**src/rtl/tlb_refill_walker.sv**
```systemverilog
// Two-level page-table walker that refills a small TLB on a miss.
// Single outstanding PTE read; round-robin victim on a successful fill, fault report otherwise.
module tlb_refill_walker #(
  parameter int ENTRY_NUM         = 16,
  parameter int VPN_WIDTH         = 20,
  parameter int PPN_WIDTH         = 20,
  parameter int PAGE_OFFSET_WIDTH = 12
) (
  input  logic                                 clk_i,
  input  logic                                 rst_i,
  input  logic                                 miss_valid_i,
  output logic                                 miss_ready_o,
  input  logic [VPN_WIDTH-1:0]                 miss_vpn_i,
  input  logic [PPN_WIDTH-1:0]                 pt_base_ppn_i,
  output logic                                 mem_req_valid_o,
  input  logic                                 mem_req_ready_i,
  output logic [PPN_WIDTH+PAGE_OFFSET_WIDTH-1:0] mem_req_addr_o,
  input  logic                                 mem_resp_valid_i,
  input  logic [PPN_WIDTH+PAGE_OFFSET_WIDTH-1:0] mem_resp_data_i,
  output logic                                 write_en_o,
  output logic [$clog2(ENTRY_NUM)-1:0]         write_index_o,
  output logic [VPN_WIDTH-1:0]                 write_vpn_o,
  output logic [PPN_WIDTH-1:0]                 write_ppn_o,
  output logic                                 done_valid_o,
  output logic                                 done_fault_o
);

  // state   | meaning
  // IDLE    | ready for a miss
  // REQ_L1  | root-level PTE read offered to memory
  // WAIT_L1 | waiting for root-level PTE
  // REQ_L0  | leaf-level PTE read offered to memory
  // WAIT_L0 | waiting for leaf-level PTE
  // FILL    | one-cycle TLB write, done without fault
  // FAULT   | one-cycle done with fault
  localparam int IDX_W = $clog2(ENTRY_NUM);
  localparam int LVL   = VPN_WIDTH / 2;
  localparam int PTE_W = PPN_WIDTH + PAGE_OFFSET_WIDTH;
  localparam logic [IDX_W-1:0] LAST_IDX = IDX_W'(ENTRY_NUM - 1);

  typedef enum logic [2:0] {
    S_IDLE    = 3'd0,
    S_REQ_L1  = 3'd1,
    S_WAIT_L1 = 3'd2,
    S_REQ_L0  = 3'd3,
    S_WAIT_L0 = 3'd4,
    S_FILL    = 3'd5,
    S_FAULT   = 3'd6
  } state_t;

  state_t               state_q, state_d;
  logic [VPN_WIDTH-1:0] vpn_q, vpn_d;
  logic [PPN_WIDTH-1:0] base_q, base_d;
  logic [PPN_WIDTH-1:0] ppn_q, ppn_d;
  logic [IDX_W-1:0]     victim_q, victim_d;

  logic                 pte_v;
  logic                 pte_l;
  logic [PPN_WIDTH-1:0] pte_ppn;
  logic                 pte_unused;

  assign pte_v      = mem_resp_data_i[0];
  assign pte_l      = mem_resp_data_i[1];
  assign pte_ppn    = mem_resp_data_i[PTE_W-1 -: PPN_WIDTH];
  assign pte_unused = ^mem_resp_data_i[PAGE_OFFSET_WIDTH-1:2];

  always_ff @(posedge clk_i) begin
    if (rst_i) begin
      state_q  <= S_IDLE;
      vpn_q    <= '0;
      base_q   <= '0;
      ppn_q    <= '0;
      victim_q <= '0;
    end else begin
      state_q  <= state_d;
      vpn_q    <= vpn_d;
      base_q   <= base_d;
      ppn_q    <= ppn_d;
      victim_q <= victim_d;
    end
  end

  // base_q holds the root PPN for the first read and is reused for the leaf table base
  always_comb begin
    state_d  = state_q;
    vpn_d    = vpn_q;
    base_d   = base_q;
    ppn_d    = ppn_q;
    victim_d = victim_q;
    unique case (state_q)
      S_IDLE: begin
        if (miss_valid_i) begin
          vpn_d   = miss_vpn_i;
          base_d  = pt_base_ppn_i;
          state_d = S_REQ_L1;
        end
      end
      S_REQ_L1: if (mem_req_ready_i) state_d = S_WAIT_L1;
      S_WAIT_L1: begin
        if (mem_resp_valid_i) begin
          if (!pte_v) begin
            state_d = S_FAULT;
          end else if (pte_l) begin
            if (pte_ppn[LVL-1:0] != '0) begin
              state_d = S_FAULT;
            end else begin
              ppn_d   = {pte_ppn[PPN_WIDTH-1:LVL], vpn_q[LVL-1:0]};
              state_d = S_FILL;
            end
          end else begin
            base_d  = pte_ppn;
            state_d = S_REQ_L0;
          end
        end
      end
      S_REQ_L0: if (mem_req_ready_i) state_d = S_WAIT_L0;
      S_WAIT_L0: begin
        if (mem_resp_valid_i) begin
          if (!pte_v || !pte_l) begin
            state_d = S_FAULT;
          end else begin
            ppn_d   = pte_ppn;
            state_d = S_FILL;
          end
        end
      end
      S_FILL: begin
        victim_d = (victim_q == LAST_IDX) ? '0 : victim_q + IDX_W'(1);
        state_d  = S_IDLE;
      end
      S_FAULT: state_d = S_IDLE;
      default: state_d = S_IDLE;
    endcase
  end

  always_comb begin
    miss_ready_o    = 1'b0;
    mem_req_valid_o = 1'b0;
    write_en_o      = 1'b0;
    done_valid_o    = 1'b0;
    done_fault_o    = 1'b0;
    unique case (state_q)
      S_IDLE:   miss_ready_o = 1'b1;
      S_REQ_L1,
      S_REQ_L0: mem_req_valid_o = 1'b1;
      S_FILL: begin
        write_en_o   = 1'b1;
        done_valid_o = 1'b1;
      end
      S_FAULT: begin
        done_valid_o = 1'b1;
        done_fault_o = 1'b1;
      end
      default: ;
    endcase
  end

  assign mem_req_addr_o = (state_q == S_REQ_L0) ? {base_q, vpn_q[LVL-1:0], 2'b00}
                                                : {base_q, vpn_q[VPN_WIDTH-1:LVL], 2'b00};
  assign write_index_o  = victim_q;
  assign write_vpn_o    = vpn_q;
  assign write_ppn_o    = ppn_q;

endmodule

```
**config.mk**
```make
export PLATFORM = sky130hd
export DESIGN_NAME = tlb_refill_walker
export DESIGN_NICKNAME = d
export VERILOG_FILES = /design/src/rtl/tlb_refill_walker.sv
export SDC_FILE = /design/constraint.sdc
export NUM_CORES = 1
export LEC_CHECK = 0
export CAP_MARGIN = 20
export CORE_UTILIZATION = 43
export CTS_CLUSTER_SIZE = 12
export DETAILED_ROUTE_END_ITERATION = 6
export MAX_ROUTING_LAYER = met4
export PLACE_DENSITY = 0.89
export SYNTH_ARGS = -nofsm -noshare
export SYNTH_HDL_FRONTEND = slang
export SYNTH_SLANG_ARGS = --single-unit
```
**constraint.sdc**
```tcl
create_clock -name clk_i -period 3.55 [get_ports clk_i]
set_input_delay 1.065 -clock clk_i [delete_from_list [all_inputs] [get_ports clk_i]]
set_output_delay 1.065 -clock clk_i [all_outputs]
set_load 0.02 [all_outputs]
```
# [Yosys cells after proc, flatten, opt, wreduce, memory -nomap -nowiden]
# Index checks and enable logic that the tools add are counted.
[word_totals] word_cells=65 ff_bits=67 inputBits=77 out_inout_bits=81
[op_classes] n_eq_ne=17 n_reduce_logical=13 addsub=1 mux=29
[ops] cell="20-bit two-way mux" count=10
[ops] cell="20-bit one-hot mux with 2 select lines" count=2
[ops] cell="3-bit two-way mux" count=7
[ops] cell="2-bit inequality test, second input constant" count=10
[ops] cell="3-bit one-hot mux with 5 select lines" count=1
[ops] cell="12-bit two-way mux" count=1
[ops] cell="5-bit AND reduction" count=2
[ops] cell="10-bit nonzero test" count=1
[ops] cell="3-bit equality test, second input constant" count=3
[ops] cell="7-bit AND reduction" count=1
[ops] cell="3-bit by 2-bit equality test with 1-bit output, second input constant" count=2
[ops] cell="1-bit two-way mux" count=5
[ops] cell="4-bit by 1-bit adder with 4-bit output, second input constant" count=1
[ops] cell="4-bit equality test, second input constant" count=1
[ops] cell="2-bit two-way mux" count=2
[ops] cell="4-bit two-way mux" count=1
[ops] cell="2-bit nonzero test" count=2
[ops] cell="2-bit OR reduction" count=2
[ops] cell="3-bit by 1-bit equality test with 1-bit output, second input constant" count=1
[ops] cell="3-bit logical NOT" count=1
[ops] cell="1-bit logical NOT" count=2
[ops] cell="2-bit AND reduction" count=1
[ops] cell="1-bit logical OR" count=1

# [Depth between registers and ports, before layout]
# Gate-level depths: netlist of run 1.
[logic_depth] ltp_word=6 depth_mapped=7 mapped_depth_nobuf=4

# [Least setup slack after synthesis of run 1]
# Ideal clock, no wire load.
[synth_timing] kind="register to output" startpoint="reg state_q[0]" endpoint="out mem_req_addr_o[10]" t_arrival_ps=1474 slack_ps=1011 path_stages_with_launch=5 required_ps=2485 path_buffers=2 cell_sequence="dfxtp_1 > buf_2 > buf_1 > nand2_1 > mux2_1"
[synth_via] elab_chain_len=2
[synth_lines] element="start, declared" line="51" source="state_t state_q, state_d;"
[synth_lines] element="start signal, assigned" line="75" source="state_q <= state_d;"
[synth_lines] element="3-bit by 2-bit equality test with 1-bit output" line="158" source="assign mem_req_addr_o = (state_q == S_REQ_L0) ? {base_q, vpn_q[LVL-1:0], 2'b00}"
[synth_lines] element="12-bit two-way mux" line="158"
[synth_lines] element="end, declared" line="17" source="output logic [PPN_WIDTH+PAGE_OFFSET_WIDTH-1:0] mem_req_addr_o,"
# Every way passes these cells.

# [Worst setup path in the final report of run 1]
[layout_timing] startpoint="reg state_q[1]" endpoint="out mem_req_addr_o[9]"
# Same word-level chain as after synthesis.

==> results.cfg, run 1 <==
[yosys]
postSynthCellCount = 363
ys_ff_latch = 67
post_synth_num_cell_types = 39
mean_post_synth_cell_area_um2 = 8.63
synth.yosys.warnings = 0
ys_seq_area_frac = 0.428
synthesis.area_um2 = 3130

[route]
drt_iter0_drc = 183
postRouteAntennaNets = 0
routed-wl-met2_mm = 4.68
maxUsedRoutingLayer = met4
drt-total-wl_mm = 9.49
length_of_routed_met3_wiring_um = 703
viasPerCell = 5.36
firstDrtPassIters = 4
wl_met1_mm = 3.94
remaining_drc_errors = 0
via_count = 3220
post_drt_wl_per_cell_um = 15.8

[worst_hold_path]
hold_crit_class = flip-flop to flip-flop

[sta]
fin_crit_sh = 0.923
maxSlewHeadroom = 0.301
hold_viol_final = 0
fin_worst_skew_ns = 0.00273
report.final.setup_viol = 0
post-route-min-period_ns = 3.28
grt_setup_unrepaired = false
setup_tns_ns = 0
final-max-slew-violation-count = 0
fmaxAchievable_ghz = 0.305
tightestPinTransition_ns = 1.05

[layout]
area.sequential_um2 = 1340
area.growth.synth_to_final_pct = 56.2
post-route-util = 0.709
multiInputGateArea_um2 = 1670
antenna_cells = 0
finalNetCount = 578
drive_gt1_frac = 0.0653
mostFrequentLayoutCell = clkdlybuf4s50_1
fillers = 527
mostFrequentLayoutCells = clkdlybuf4s50_1, dfxtp_1, nand2_1

[global_route]
grt_pass1_wl_mm = 14.8
number_of_global_route_vias_before_repair = 3021
grt-ovfl-total = 0
maximum_number_of_pins_on_one_net_before_global_route_repair = 44
antenna_found_initial = 0
globalRouteTotalUtil = 0.263

[cts]
clock_tree.htree_level_count = 3
clk_transition_reported_paths_ns = 0.07
tritoncts = built
numCtsBuffers = 9
post_cts.resized_instances = 0
cts_hold_buf = 0
clock_path_buffers = 2
clock_insertion_delay_worst_skew_ns = 0.34
post_cts.repair.setup_buffers = 0
cts_root_buffer = clkbuf_8
cts_sinks = 67

[floorplanning]
start_util = 0.454
die-area_um2 = 7630
floorplan.die.height_um = 87.4
core_box_area_um2 = 6910
placementRows = 30
boundaryPins = 158
die_width_um = 87.4

[job]
cap_viol_max_count = 0

[critical_path]
critical_path.max_stage_delay_ns = 0.55
timing.critical_path.to_type = output pin
critical_path_class = flip-flop to output pin
cp_top_family = simple AND/OR/NAND/NOR gates
setup.reg_to_reg.worst_slack_ns = 1.11
data_required_time_of_the_worst_path_ns = 2.48
worst-path-max-fanout = 10
crit_path_start_kind = flip-flop
cp_slowest_cell = clkdlybuf4s50_1
critical_path_arrival_ns = 2.21
critical_path.n_buffers_inverters = 1
path_cells = nor2b_1 > nand2_1 > mux2_1 > clkdlybuf4s50_1

[power]
vdd_ir_drop_max_mv = 0.298
leakagePower_nw = 1.83
power.density_cell_area_nw_per_um2 = 670

[place]
io_buffer_count = 145
detailed_place_hpwl_mm = 6.94
finalWeightedCongestion = 0.874

[status]
outcome = completed
[registers in the layout (all words and copies together), names as in the netlist]
signal,cells
write_ppn_o,20
state_q,3
write_vpn_o,20
base_q,20
write_index_o,4
[kinds of logic after synthesis]
group                    share of synthesized area
AO/OA/AOI/OAI                                0.198
XOR/XNOR                                   0.00559
adder cells (fa/ha/maj)                    0.00399
buffers and inverters                       0.0467
flip-flops                                   0.428
multiplexers                                 0.141
other                                      0.00120
AND/OR/NAND/NOR                              0.175
[layout make-up]
class                   instances  share of cell area
clock buffers                  12              0.0297
clock inverters                 4              0.0151
inverters                       2             0.00153
multi-input cells             264               0.342
flip-flops and latches         67               0.274
well taps                      96              0.0245
repair buffers                156               0.313
[path summary, 6_finish.rpt]
kind | from | endpoint | cells after the start
max | state_q[1]$_SDFFE_PP0P_ | mem_req_addr_o[9] | 4
min | write_vpn_o[12]$_SDFFE_PP0P_ | write_vpn_o[12]$_SDFFE_PP0P_ | 2
max reg2reg | state_q[0]$_SDFFE_PP0P_ | write_ppn_o[5]$_SDFFE_PP0P_ | 5
min reg2reg | write_vpn_o[12]$_SDFFE_PP0P_ | write_vpn_o[12]$_SDFFE_PP0P_ | 2
[per-stage QoR]
stage                     setup WS, ns  cells  instance area, um^2  power, mW  hold WS, ns
after floorplan                   1.01    364                 3140       1.95        0.543
final                            0.274    601                 4890       3.28        0.474
after detailed placement         0.379    584                 4660       2.58        0.464
after CTS                        0.272    600                 4880       3.29        0.474
after global placement           0.446    584                 4660       2.54        0.456
after global routing             0.165    601                 4890       3.48        0.492
[worst min-delay path, cell delays in order, from the launching register on]
cell,delay (ns)
dfxtp_1,0.32
nand2_1,0.05
a21oi_1,0.05
[routing by layer]
layer	vias to the layer above	GRT usage
met3	16	0.0777
met2	150	0.445
met4	0	0.0849
met1	1481	0.298
met5	-	-
li1	1573	-
[power breakdown]
| group | total, mW | switching, mW | internal [mW] |
|---|---|---|---|
| registers | 1.04 | 0.110 | 0.928 |
| logic | 1.54 | 0.843 | 0.700 |
| clock network | 0.699 | 0.284 | 0.415 |
[cells in the mapped netlist]
cell      instances  area [um^2]
buf_4             3         22.5
or4_1             2         15.0
nor2_1           26         97.6
ha_1              1         12.5
a211oi_1         31          233
nor4_1            4         25.0
conb_1            1         3.75
a31oi_1           3         18.8
a41oi_1           1         8.76
nand3b_1          4         30.0
clkbuf_1         17         63.8
o21ai_1           2         10.0
o31ai_1           1         7.51
xor2_1            2         17.5
o22a_1            2         17.5
o41ai_1           1         8.76
mux2_2            1         11.3
nand2b_1          5         31.3
dfxtp_1          67         1340
inv_1             2         7.51
nor3b_2           2         25.0
a21oi_1          46          230
or2_2             2         12.5
nor2b_1           5         31.3
or3b_1            1         8.76
and2_1            3         18.8
buf_1             2         7.51
a21o_1            1         7.51
nor3_1            1         5.00
and3b_1           1         8.76
or3_1             1         6.26
o41ai_2           1         16.3
nand2_1          47          176
mux2_1            9          101
mux2i_1          33          330
buf_2             9         45.0
o221ai_1          1         8.76
nand3_1          11         55.1
o21ai_0          11         55.1
No activity file was read; power rests on OpenSTA's default activity.
==> run 2: changes to the inputs <==
- ABC_CLOCK_PERIOD_IN_PS: not set -> 3550
- MAX_ROUTING_LAYER: met4 -> not set
- TNS_END_PERCENT: not set -> 20
==> run 2 against run 1 <==
Die area stayed put. Cell count stayed put. Maximum frequency is 0.36% higher. Non-clock buffer count stayed put. Via count is 0.16% lower. Worst setup slack better by 0.012 ns. Worst hold slack better by 0.00058 ns. Clock-buffer cell count stayed put.
==> results.cfg, run 2 (synthesis gave the netlist of run 1 again) <==
[cts]
clock_insertion_delay_worst_skew_ns = 0.34
cts_hold_buf = 0
clk_transition_reported_paths_ns = 0.07
clock_tree.htree_level_count = 3
cts_root_buffer = clkbuf_8
tritoncts = built
cts_sinks = 67
post_cts.repair.setup_buffers = 0
numCtsBuffers = 9
post_cts.resized_instances = 0
clock_path_buffers = 2

[power]
post-layout-total-power_mw = 3.28
leakagePower_nw = 1.83
power.density_cell_area_nw_per_um2 = 670
vdd_ir_drop_max_mv = 0.299

[critical_path]
data_required_time_of_the_worst_path_ns = 2.48
crit_path_start_kind = flip-flop
timing.critical_path.to_type = output pin
worst-path-max-fanout = 10
critical_path_class = flip-flop to output pin
critical_path_arrival_ns = 2.20

[place]
dpl_cell_area_um2 = 4660
detailed_place_hpwl_mm = 6.94
io_buffer_count = 145
placedCellCount = 584
finalWeightedCongestion = 0.860

[layout]
final_cells = 601
fin_area_um2 = 4890
fillers = 527
mostFrequentLayoutCells = clkdlybuf4s50_1, dfxtp_1, nand2_1
drive_gt1_frac = 0.0653
finalNetCount = 578
area.growth.synth_to_final_pct = 56.2
mostFrequentLayoutCell = clkdlybuf4s50_1
antenna_cells = 0

[global_route]
maximum_number_of_pins_on_one_net_before_global_route_repair = 44
grt_pass1_wl_mm = 14.8
antenna_found_initial = 0
grt-ovfl-total = 0
number_of_global_route_vias_before_repair = 3028
globalRouteTotalUtil = 0.256

[floorplanning]
boundaryPins = 158
floorplan.die.height_um = 87.4
die-area_um2 = 7630
placementRows = 30
core_box_area_um2 = 6910
die_width_um = 87.4
start_util = 0.454

[sta]
setup_tns_ns = 0
fin_crit_sh = 0.919
tightestPinTransition_ns = 1.04
final-max-slew-violation-count = 0
post-route-min-period_ns = 3.26
grt_setup_unrepaired = false
fin_worst_skew_ns = 0.00428
fmaxAchievable_ghz = 0.306
hold_viol_final = 0
maxSlewHeadroom = 0.308
report.final.setup_viol = 0

[route]
remaining_drc_errors = 0
firstDrtPassIters = 4
via_count = 3215
drt-total-wl_mm = 9.50
postRouteAntennaNets = 0
drt_iter0_drc = 225
viasPerCell = 5.35
post_drt_wl_per_cell_um = 15.8

[status]
outcome = completed

[job]
cap_viol_max_count = 0

[worst_hold_path]
hold_crit_class = flip-flop to flip-flop
==> run 2: cell counts in the layout (fill, tap and decap cells not counted) <==
No cell type changed its count.
==> run 2: where the power goes <==
group / leakage, nW / total, mW / switching, mW / internal [mW]
sequential: 0.549 / 1.04 / 0.109 / 0.928
clock: 0.111 / 0.702 / 0.287 / 0.415
combinational: 1.17 / 1.54 / 0.841 / 0.700
==> run 2: final timing paths <==
path	startpoint	end	slack, ns	depth (start not counted)
max reg2reg	state_q[0]$_SDFFE_PP0P_	write_ppn_o[5]$_SDFFE_PP0P_	1.12	5
min reg2reg	write_vpn_o[12]$_SDFFE_PP0P_	write_vpn_o[12]$_SDFFE_PP0P_	0.47	2
max	state_q[1]$_SDFFE_PP0P_	mem_req_addr_o[9]	0.29	4
min	write_vpn_o[12]$_SDFFE_PP0P_	write_vpn_o[12]$_SDFFE_PP0P_	0.47	2
==> run 2: final cells by class <==
cell class / count / area, um^2 / share of cell area
clock buffer: 12 / 145 / 0.0297
clock inverter: 4 / 73.8 / 0.0151
inverter: 2 / 7.51 / 0.00153
multi-input combinational: 264 / 1670 / 0.342
sequential: 67 / 1340 / 0.274
tap: 96 / 120 / 0.0245
timing repair buffer: 156 / 1530 / 0.313
==> run 2: routing by layer <==
layer | up-vias | track usage | part of all wire
li1 | 1573 | - | -
met1 | 1480 | 0.292 | 0.42
met2 | 143 | 0.447 | 0.49
met3 | 19 | 0.0796 | 0.073
met4 | 0 | 0.0939 | 0.019
met5 | - | 0 | 0
==> run 2: worst max-delay path: stages (launching register included) <==
cell and delay, ns:
dfxtp_1 0.33, nor2b_1 0.21, nand2_1 0.33, mux2_1 0.43, clkdlybuf4s50_1 0.55
==> run 2: per-stage QoR <==
step	setup slack (ns)	util	hold WS, ns
2_1_floorplan	1.01	-	0.543
3_3_place_gp	0.446	0.675	0.456
3_5_place_dp	0.379	0.675	0.464
4_1_cts	0.272	0.707	0.474
5_1_grt	0.166	0.709	0.492
6_report	0.286	0.709	0.474
==> run 3: changes to the inputs <==
- CTS_CLUSTER_SIZE: 12 -> not set
==> results of run 3 <==
The final DEF is identical to that of run 2; final timing and power are the same.
